<file path="config.mk">
export PLATFORM = sky130hd
export DESIGN_NAME = if_next_pc_btb_flat
export DESIGN_NICKNAME = d
export VERILOG_FILES = /design/src/rtl/if_next_pc_btb_if.sv /design/src/rtl/if_next_pc_btb.sv /design/src/flat_wrapper.sv
export SDC_FILE = /design/constraint.sdc
export NUM_CORES = 1
export LEC_CHECK = 0
export BUFFER_PORTS_ARGS = -buffer_cell sky130_fd_sc_hd__buf_4
export CAP_MARGIN = 20
export CORE_MARGIN = 2
export CORE_UTILIZATION = 50
export CTS_BUF_LIST = sky130_fd_sc_hd__clkbuf_4 sky130_fd_sc_hd__clkbuf_8 sky130_fd_sc_hd__clkbuf_16
export DETAILED_ROUTE_END_ITERATION = 16
export PLACE_DENSITY = 0.66
export RECOVER_POWER = 50
export SYNTH_ARGS = -nofsm -noshare
export SYNTH_HDL_FRONTEND = slang
export SYNTH_SLANG_ARGS = --single-unit
</file>
<file path="constraint.sdc">
create_clock -name clk -period 8.3 [get_ports clk]
set_input_delay 0.83 -clock clk [delete_from_list [all_inputs] [get_ports clk]]
set_output_delay 0.83 -clock clk [all_outputs]
set_load 0.005 [all_outputs]
</file>
<file path="src/rtl/if_next_pc_btb_if.sv">
// IF next-PC / BTB bundle: pipeline stall, prediction and ID
// resolution inputs, fetch PC and redirect outputs.
interface if_next_pc_btb_if;
  logic        pc_stall;
  logic        brch_hazard_stall;
  logic        predict_br_taken;
  logic        brch_instr_detectd_ID;
  logic        actual_brch_result;
  logic [31:0] actual_brch_target;
  logic [31:0] pc_IF;
  logic        btb_hit_IF;
  logic        flush_IF;
  logic [15:0] mispredict_cnt;

  modport master (
    output pc_stall,
    output brch_hazard_stall,
    output predict_br_taken,
    output brch_instr_detectd_ID,
    output actual_brch_result,
    output actual_brch_target,
    input  pc_IF,
    input  btb_hit_IF,
    input  flush_IF,
    input  mispredict_cnt
  );

  modport slave (
    input  pc_stall,
    input  brch_hazard_stall,
    input  predict_br_taken,
    input  brch_instr_detectd_ID,
    input  actual_brch_result,
    input  actual_brch_target,
    output pc_IF,
    output btb_hit_IF,
    output flush_IF,
    output mispredict_cnt
  );
endinterface

</file>
<file path="src/rtl/if_next_pc_btb.sv">
// IF-stage next-PC generator with direct-mapped BTB; checks the
// IF prediction in ID and redirects with a one-cycle penalty.
module if_next_pc_btb #(
  parameter int unsigned BTB_ENTRIES = 16,
  parameter logic [31:0] RESET_PC    = 32'h0000_0000
) (
  input logic            clk,
  input logic            rst_n,
  if_next_pc_btb_if.slave bus
);
  localparam int IDX_W = $clog2(BTB_ENTRIES);
  localparam int TAG_W = 30 - IDX_W;

  logic [BTB_ENTRIES-1:0] vld_q;
  logic [TAG_W-1:0]       tag_mem [BTB_ENTRIES];
  logic [29:0]            tgt_mem [BTB_ENTRIES];

  logic [31:0] pc_q;
  logic [31:0] pc_d;
  logic [31:0] pc4;
  logic        pred_q;
  logic [31:0] pc4_q;
  logic [31:0] tgt_q;
  logic [15:0] cnt_q;

  logic [IDX_W-1:0] rd_idx;
  logic [IDX_W-1:0] wr_idx;
  logic [TAG_W-1:0] rd_tag;
  logic [TAG_W-1:0] wr_tag;
  logic [29:0]      br_pc;
  logic [31:0]      btb_tgt;
  logic             hit;
  logic             eff_pred;
  logic             upd;
  logic             mispred;
  logic             stall;
  logic             btb_we;

  assign rd_idx  = pc_q[IDX_W+1:2];
  assign rd_tag  = pc_q[31:IDX_W+2];
  // Word address of the branch now in ID, recovered from its PC+4.
  assign br_pc   = pc4_q[31:2] - 30'd1;
  assign wr_idx  = br_pc[IDX_W-1:0];
  assign wr_tag  = br_pc[29:IDX_W];
  assign btb_tgt = {tgt_mem[rd_idx], 2'b00};
  assign pc4     = pc_q + 32'd4;

  assign hit = rst_n & vld_q[rd_idx]
             & (tag_mem[rd_idx] == rd_tag);
  assign eff_pred = bus.predict_br_taken & hit;

  assign upd = bus.brch_instr_detectd_ID
             & ~bus.brch_hazard_stall;
  assign mispred = rst_n & upd & (
      (bus.actual_brch_result != pred_q)
    | (bus.actual_brch_result & pred_q
       & (bus.actual_brch_target != tgt_q)));
  assign btb_we = rst_n & upd & bus.actual_brch_result;
  assign stall  = bus.pc_stall | bus.brch_hazard_stall;

  always_comb begin
    pc_d = pc4;
    if (mispred) begin
      if (bus.actual_brch_result)
        pc_d = {bus.actual_brch_target[31:2], 2'b00};
      else
        pc_d = pc4_q;
    end else if (stall) begin
      pc_d = pc_q;
    end else if (eff_pred) begin
      pc_d = btb_tgt;
    end
  end

  always_ff @(posedge clk) begin
    if (!rst_n) begin
      pc_q   <= RESET_PC;
      pred_q <= 1'b0;
      pc4_q  <= 32'd0;
      tgt_q  <= 32'd0;
      cnt_q  <= 16'd0;
      vld_q  <= '0;
    end else begin
      pc_q <= pc_d;
      if (mispred) begin
        pred_q <= 1'b0;
      end else if (!stall) begin
        pred_q <= eff_pred;
        pc4_q  <= pc4;
        tgt_q  <= btb_tgt;
      end
      if (mispred && cnt_q != 16'hFFFF)
        cnt_q <= cnt_q + 16'd1;
      if (btb_we)
        vld_q[wr_idx] <= 1'b1;
    end
  end

  always_ff @(posedge clk) begin
    if (btb_we) begin
      tag_mem[wr_idx] <= wr_tag;
      tgt_mem[wr_idx] <= bus.actual_brch_target[31:2];
    end
  end

  assign bus.pc_IF          = pc_q;
  assign bus.btb_hit_IF     = hit;
  assign bus.flush_IF       = mispred;
  assign bus.mispredict_cnt = cnt_q;
endmodule

</file>
<file path="src/flat_wrapper.sv">
// flat-port wrapper written by rule: the top's interface ports become plain ports
module if_next_pc_btb_flat 
#(
  parameter int unsigned BTB_ENTRIES = 16,
  parameter logic [31:0] RESET_PC    = 32'h0000_0000
)
  (clk, rst_n, bus_pc_stall, bus_brch_hazard_stall, bus_predict_br_taken, bus_brch_instr_detectd_ID, bus_actual_brch_result, bus_actual_brch_target, bus_pc_IF, bus_btb_hit_IF, bus_flush_IF, bus_mispredict_cnt);
  if_next_pc_btb_if bus_i ();
  input logic clk;
  input logic rst_n;
  input wire logic [$bits(bus_i.pc_stall)-1:0] bus_pc_stall;
  input wire logic [$bits(bus_i.brch_hazard_stall)-1:0] bus_brch_hazard_stall;
  input wire logic [$bits(bus_i.predict_br_taken)-1:0] bus_predict_br_taken;
  input wire logic [$bits(bus_i.brch_instr_detectd_ID)-1:0] bus_brch_instr_detectd_ID;
  input wire logic [$bits(bus_i.actual_brch_result)-1:0] bus_actual_brch_result;
  input wire logic [$bits(bus_i.actual_brch_target)-1:0] bus_actual_brch_target;
  output wire logic [$bits(bus_i.pc_IF)-1:0] bus_pc_IF;
  output wire logic [$bits(bus_i.btb_hit_IF)-1:0] bus_btb_hit_IF;
  output wire logic [$bits(bus_i.flush_IF)-1:0] bus_flush_IF;
  output wire logic [$bits(bus_i.mispredict_cnt)-1:0] bus_mispredict_cnt;
  assign bus_i.pc_stall = bus_pc_stall;
  assign bus_i.brch_hazard_stall = bus_brch_hazard_stall;
  assign bus_i.predict_br_taken = bus_predict_br_taken;
  assign bus_i.brch_instr_detectd_ID = bus_brch_instr_detectd_ID;
  assign bus_i.actual_brch_result = bus_actual_brch_result;
  assign bus_i.actual_brch_target = bus_actual_brch_target;
  assign bus_pc_IF = bus_i.pc_IF;
  assign bus_btb_hit_IF = bus_i.btb_hit_IF;
  assign bus_flush_IF = bus_i.flush_IF;
  assign bus_mispredict_cnt = bus_i.mispredict_cnt;
  if_next_pc_btb #(.BTB_ENTRIES(BTB_ENTRIES), .RESET_PC(RESET_PC)) u_core (.clk(clk), .rst_n(rst_n), .bus(bus_i));
endmodule
</file>
==> summary.txt <==
Routed length on met2 - 51,180 µm
Least-Margin Pin Slew - 2755 ps
Residual overflow from global routing - 0
Launch point of the worst path - rst_n
Wirelength, routed - 106,100 µm
Insertion delay to the later sink of the worst-skew pair - 680 ps
Top Ports - 89
Post-Synthesis Cells - 2,331
Total length of routed met3 wires - 8082 µm
Crit path required time - 8590 ps
Initial antenna violation count - 1
Root Buffer - sky130_fd_sc_hd__clkbuf_16
Switching share of total power - 0.2186
Class of the tightest hold or removal check - flip-flop to flip-flop
Post-synthesis instance area - 41,910 µm²
Post-layout total power - 11,100 µW
Post-synthesis register bit count - 1,027
Largest net degree at the start of global routing - 100
Sw Pwr - 2426 µW
Routed wirelength normalized by instance count - 29.38 µm
Number of nets in the finished design - 2,484
DRC errors left - 0
Total nets after synthesis - 2,373
Type of the worst setup path - input pin to flip-flop
Synthesized area per cell - 17.98 µm²
Post-route setup TNS - 0 ps
Detail-routed via count per cell - 6.285
Max clock buf depth - 3
Chip width - 293.5 µm
Status - finished with violations
Number of setup buffers added after CTS - 0
Number of hold violations in the final report - 0
Total count of max-transition violations in the final report - 457
Commonest non-fill, non-tap cell in the layout - sky130_fd_sc_hd__edfxtp_1
H-tree levels - 3
Clock power frac - 0.418
Routed vias - 22,690
Internal power summed over all cells - 8673 µW
Die Ht - 293.5 µm
Number of synthesized flops with an enable pin - 896
Global placer's final weighted congestion - 0.8775
Layout cell share with drive strength beyond 1 - 0.2170
Proportion of power drawn by flip-flops and latches - 0.521
Fraction of the yosys area taken by sequential cells - 0.7046
Final worst-path cycle share - 0.7350
Pwr dens - 236.2 nW/µm²
1st-iter DRT viols - 2,783
Most used cells in the layout excluding fill and tap cells - sky130_fd_sc_hd__edfxtp_1, sky130_fd_sc_hd__mux4_2, sky130_fd_sc_hd__nor2_1, sky130_fd_sc_hd__dfxtp_1, sky130_fd_sc_hd__nand2_1
Violations in the final reports - capacitance limit, slew limit
Drt first pass iters - 7
Min Clock Period, post-route - 6101 ps
Post-route ant nets - 0
Placeable core region - 83,290 µm²
Final number of setup-violating endpoints - 0
Die Area - 86,140 µm²
Most instantiated flip-flop cell in the synthesis netlist - sky130_fd_sc_hd__edfxtp_1
Worst IR drop on VDD - 0.0002208 V
Layout overhead on the synthesized area - 12.12%
Met1 Routed Length - 44,240 µm
Post-CTS sizing - 0
Setup repair after global routing missed its margin - no
Global-route wire length before repair - 154,400 µm
Library cells used by synthesis - 90
Worst Hold Launch - u_core.pc4_q[0]$_SDFFE_PN0P_
Number of core rows - 106
Max-cap viol count - 18
Number of global-route vias before repair - 22,670
Highest metal layer used by the detailed router - met4
Proportion of power drawn by combinational gates - 0.061
Endpoint type of the worst setup path - flip-flop
Starting density of the core - 0.5031
TritonCTS clock tree - built
FMAX - 163.9 MHz
Critical path peak fanout - 33
Fill cell instance count of the final layout - 6,329
Clk slew on worst S/H paths - 60 ps
Worst clock skew - 25.39 ps
CTS sink cnt - 1,027
Element type at the critical path start - input pin
Number of buffers inserted by hold repair at cts - 0
Static leakage power - 0.01475 µW
Number of CTS-inserted buffers - 103
Number of port buffers - 88
Crit path arrival time - 6390 ps
Normalized max-slew margin - -0.8365
GRT Resource Usage Total - 0.2476
Hpwl dp - 62,030 µm
Warnings, synthesis - 0
Ys async rst share - 0
==> Yosys cell counts, drive strengths merged (16+ instances only) <==
library cell  count  area, µm²
edfxtp          896      26910
mux4            250       5664
nor2            148      555.5
dfxtp           131       2623
nand2           122      457.9
xnor2            95      832.1
mux2i            92      920.9
buf              77      548.0
clkbuf           72      274.0
a21oi            54      270.3
nand3            33      165.2
xor2             33      289.0
nor3             30      160.2
o21ai            29      145.1
a211oi           27      207.7
nand4            20      161.4
and3             17      106.4
a31oi            16      100.1
==> area by class of cell <==
cell class | instances | area, µm² | share of cell area
Inverter | 13 | 51.30 | 0.001092
Clock buffer | 129 | 2814 | 0.05989
Clock inverter | 64 | 586.8 | 0.01249
Multi-Input combinational cell | 1141 | 11580 | 0.2465
Tap cell | 1080 | 1351 | 0.02876
Sequential cell | 1027 | 29540 | 0.6288
Antenna cell | 1 | 2.502 | 0.00005326
Timing Repair Buffer | 156 | 1056 | 0.02248
==> flip-flops by register name, summed over array words and instances (netlist names), named ones only <==
register                   flops
u_core.tgt_mem               480
u_core.pc4_q                  32
u_core.pred_q                  1
u_core.tgt_q                  30
u_core.tag_mem               416
u_core.bus.mispredict_cnt     16
u_core.vld_q                  16
u_core.bus.pc_IF              32
==> final timing paths <==
| check | end | slack, ps | cells after the start |
|---|---|---|---|
| worst max-delay path | u_core.tag_mem[8][10]$_DFFE_PP_ | 2200 | 7 |
| worst min-delay path | u_core.pc4_q[0]$_SDFFE_PN0P_ | 460 | 2 |
| worst min register to register | u_core.pc4_q[0]$_SDFFE_PN0P_ | 460 | 2 |
| worst max register to register | u_core.bus.pc_IF[14]$_SDFFE_PN0N_ | 3580 | 10 |
==> metal layers <==
| metal | vias up | track usage |
|---|---|---|
| met5 | - | 0 |
| met1 | 12060 | 0.3562 |
| met2 | 956 | 0.3946 |
| met3 | 140 | 0.03956 |
| li1 | 9536 | - |
| met4 | 0 | 0.07255 |
==> through the flow <==
stage / cell area (µm²) / instances / hold WS, ps / util / setup WS, ps
finish: 46980 / 3611 / 460.7 / 0.5641 / 2199
floorplan: 41910 / 2331 / 432.2 / - / 2430
global placement: 43630 / 3398 / 440.8 / 0.5239 / 3499
global route: 46980 / 3610 / 484.6 / 0.5641 / 2059
CTS: 47160 / 3598 / 458.5 / 0.5662 / 2731
detailed placement: 43760 / 3405 / 447.0 / 0.5254 / 3464
==> power by group through the flow <==
stage	sequential (µW)	clock, µW	combinational (µW)
after detailed placement	5890	0	677
after global routing	5780	4910	722
after CTS	5780	4710	679
after global placement	5890	0	653
final	5780	4640	675
after floorplan	5850	0	463
==> cell families (layout without fill, tap and decap cells) <==
kind of cell	after synthesis	in the layout	share of synthesized area
buffers and inverters	163	362	0.02102
adder cells (fa/ha/maj)	3	3	0.0008958
multiplexers	355	355	0.1606
XOR/XNOR	128	128	0.02675
AND/OR/NAND/NOR	457	457	0.05419
other	0	1	0
flip-flops	1027	1027	0.7046
AO/OA/AOI/OAI	198	198	0.03186
==> worst max-delay path, stage by stage <==
cell	delay [ps]
sky130_fd_sc_hd__clkbuf_1	1060
sky130_fd_sc_hd__nand3b_1	510
sky130_fd_sc_hd__nor2_1	430
sky130_fd_sc_hd__nand3b_1	360
sky130_fd_sc_hd__nor2_1	950
sky130_fd_sc_hd__clkbuf_1	1400
sky130_fd_sc_hd__buf_4	750
No activity file was read; power rests on OpenSTA's default activity.
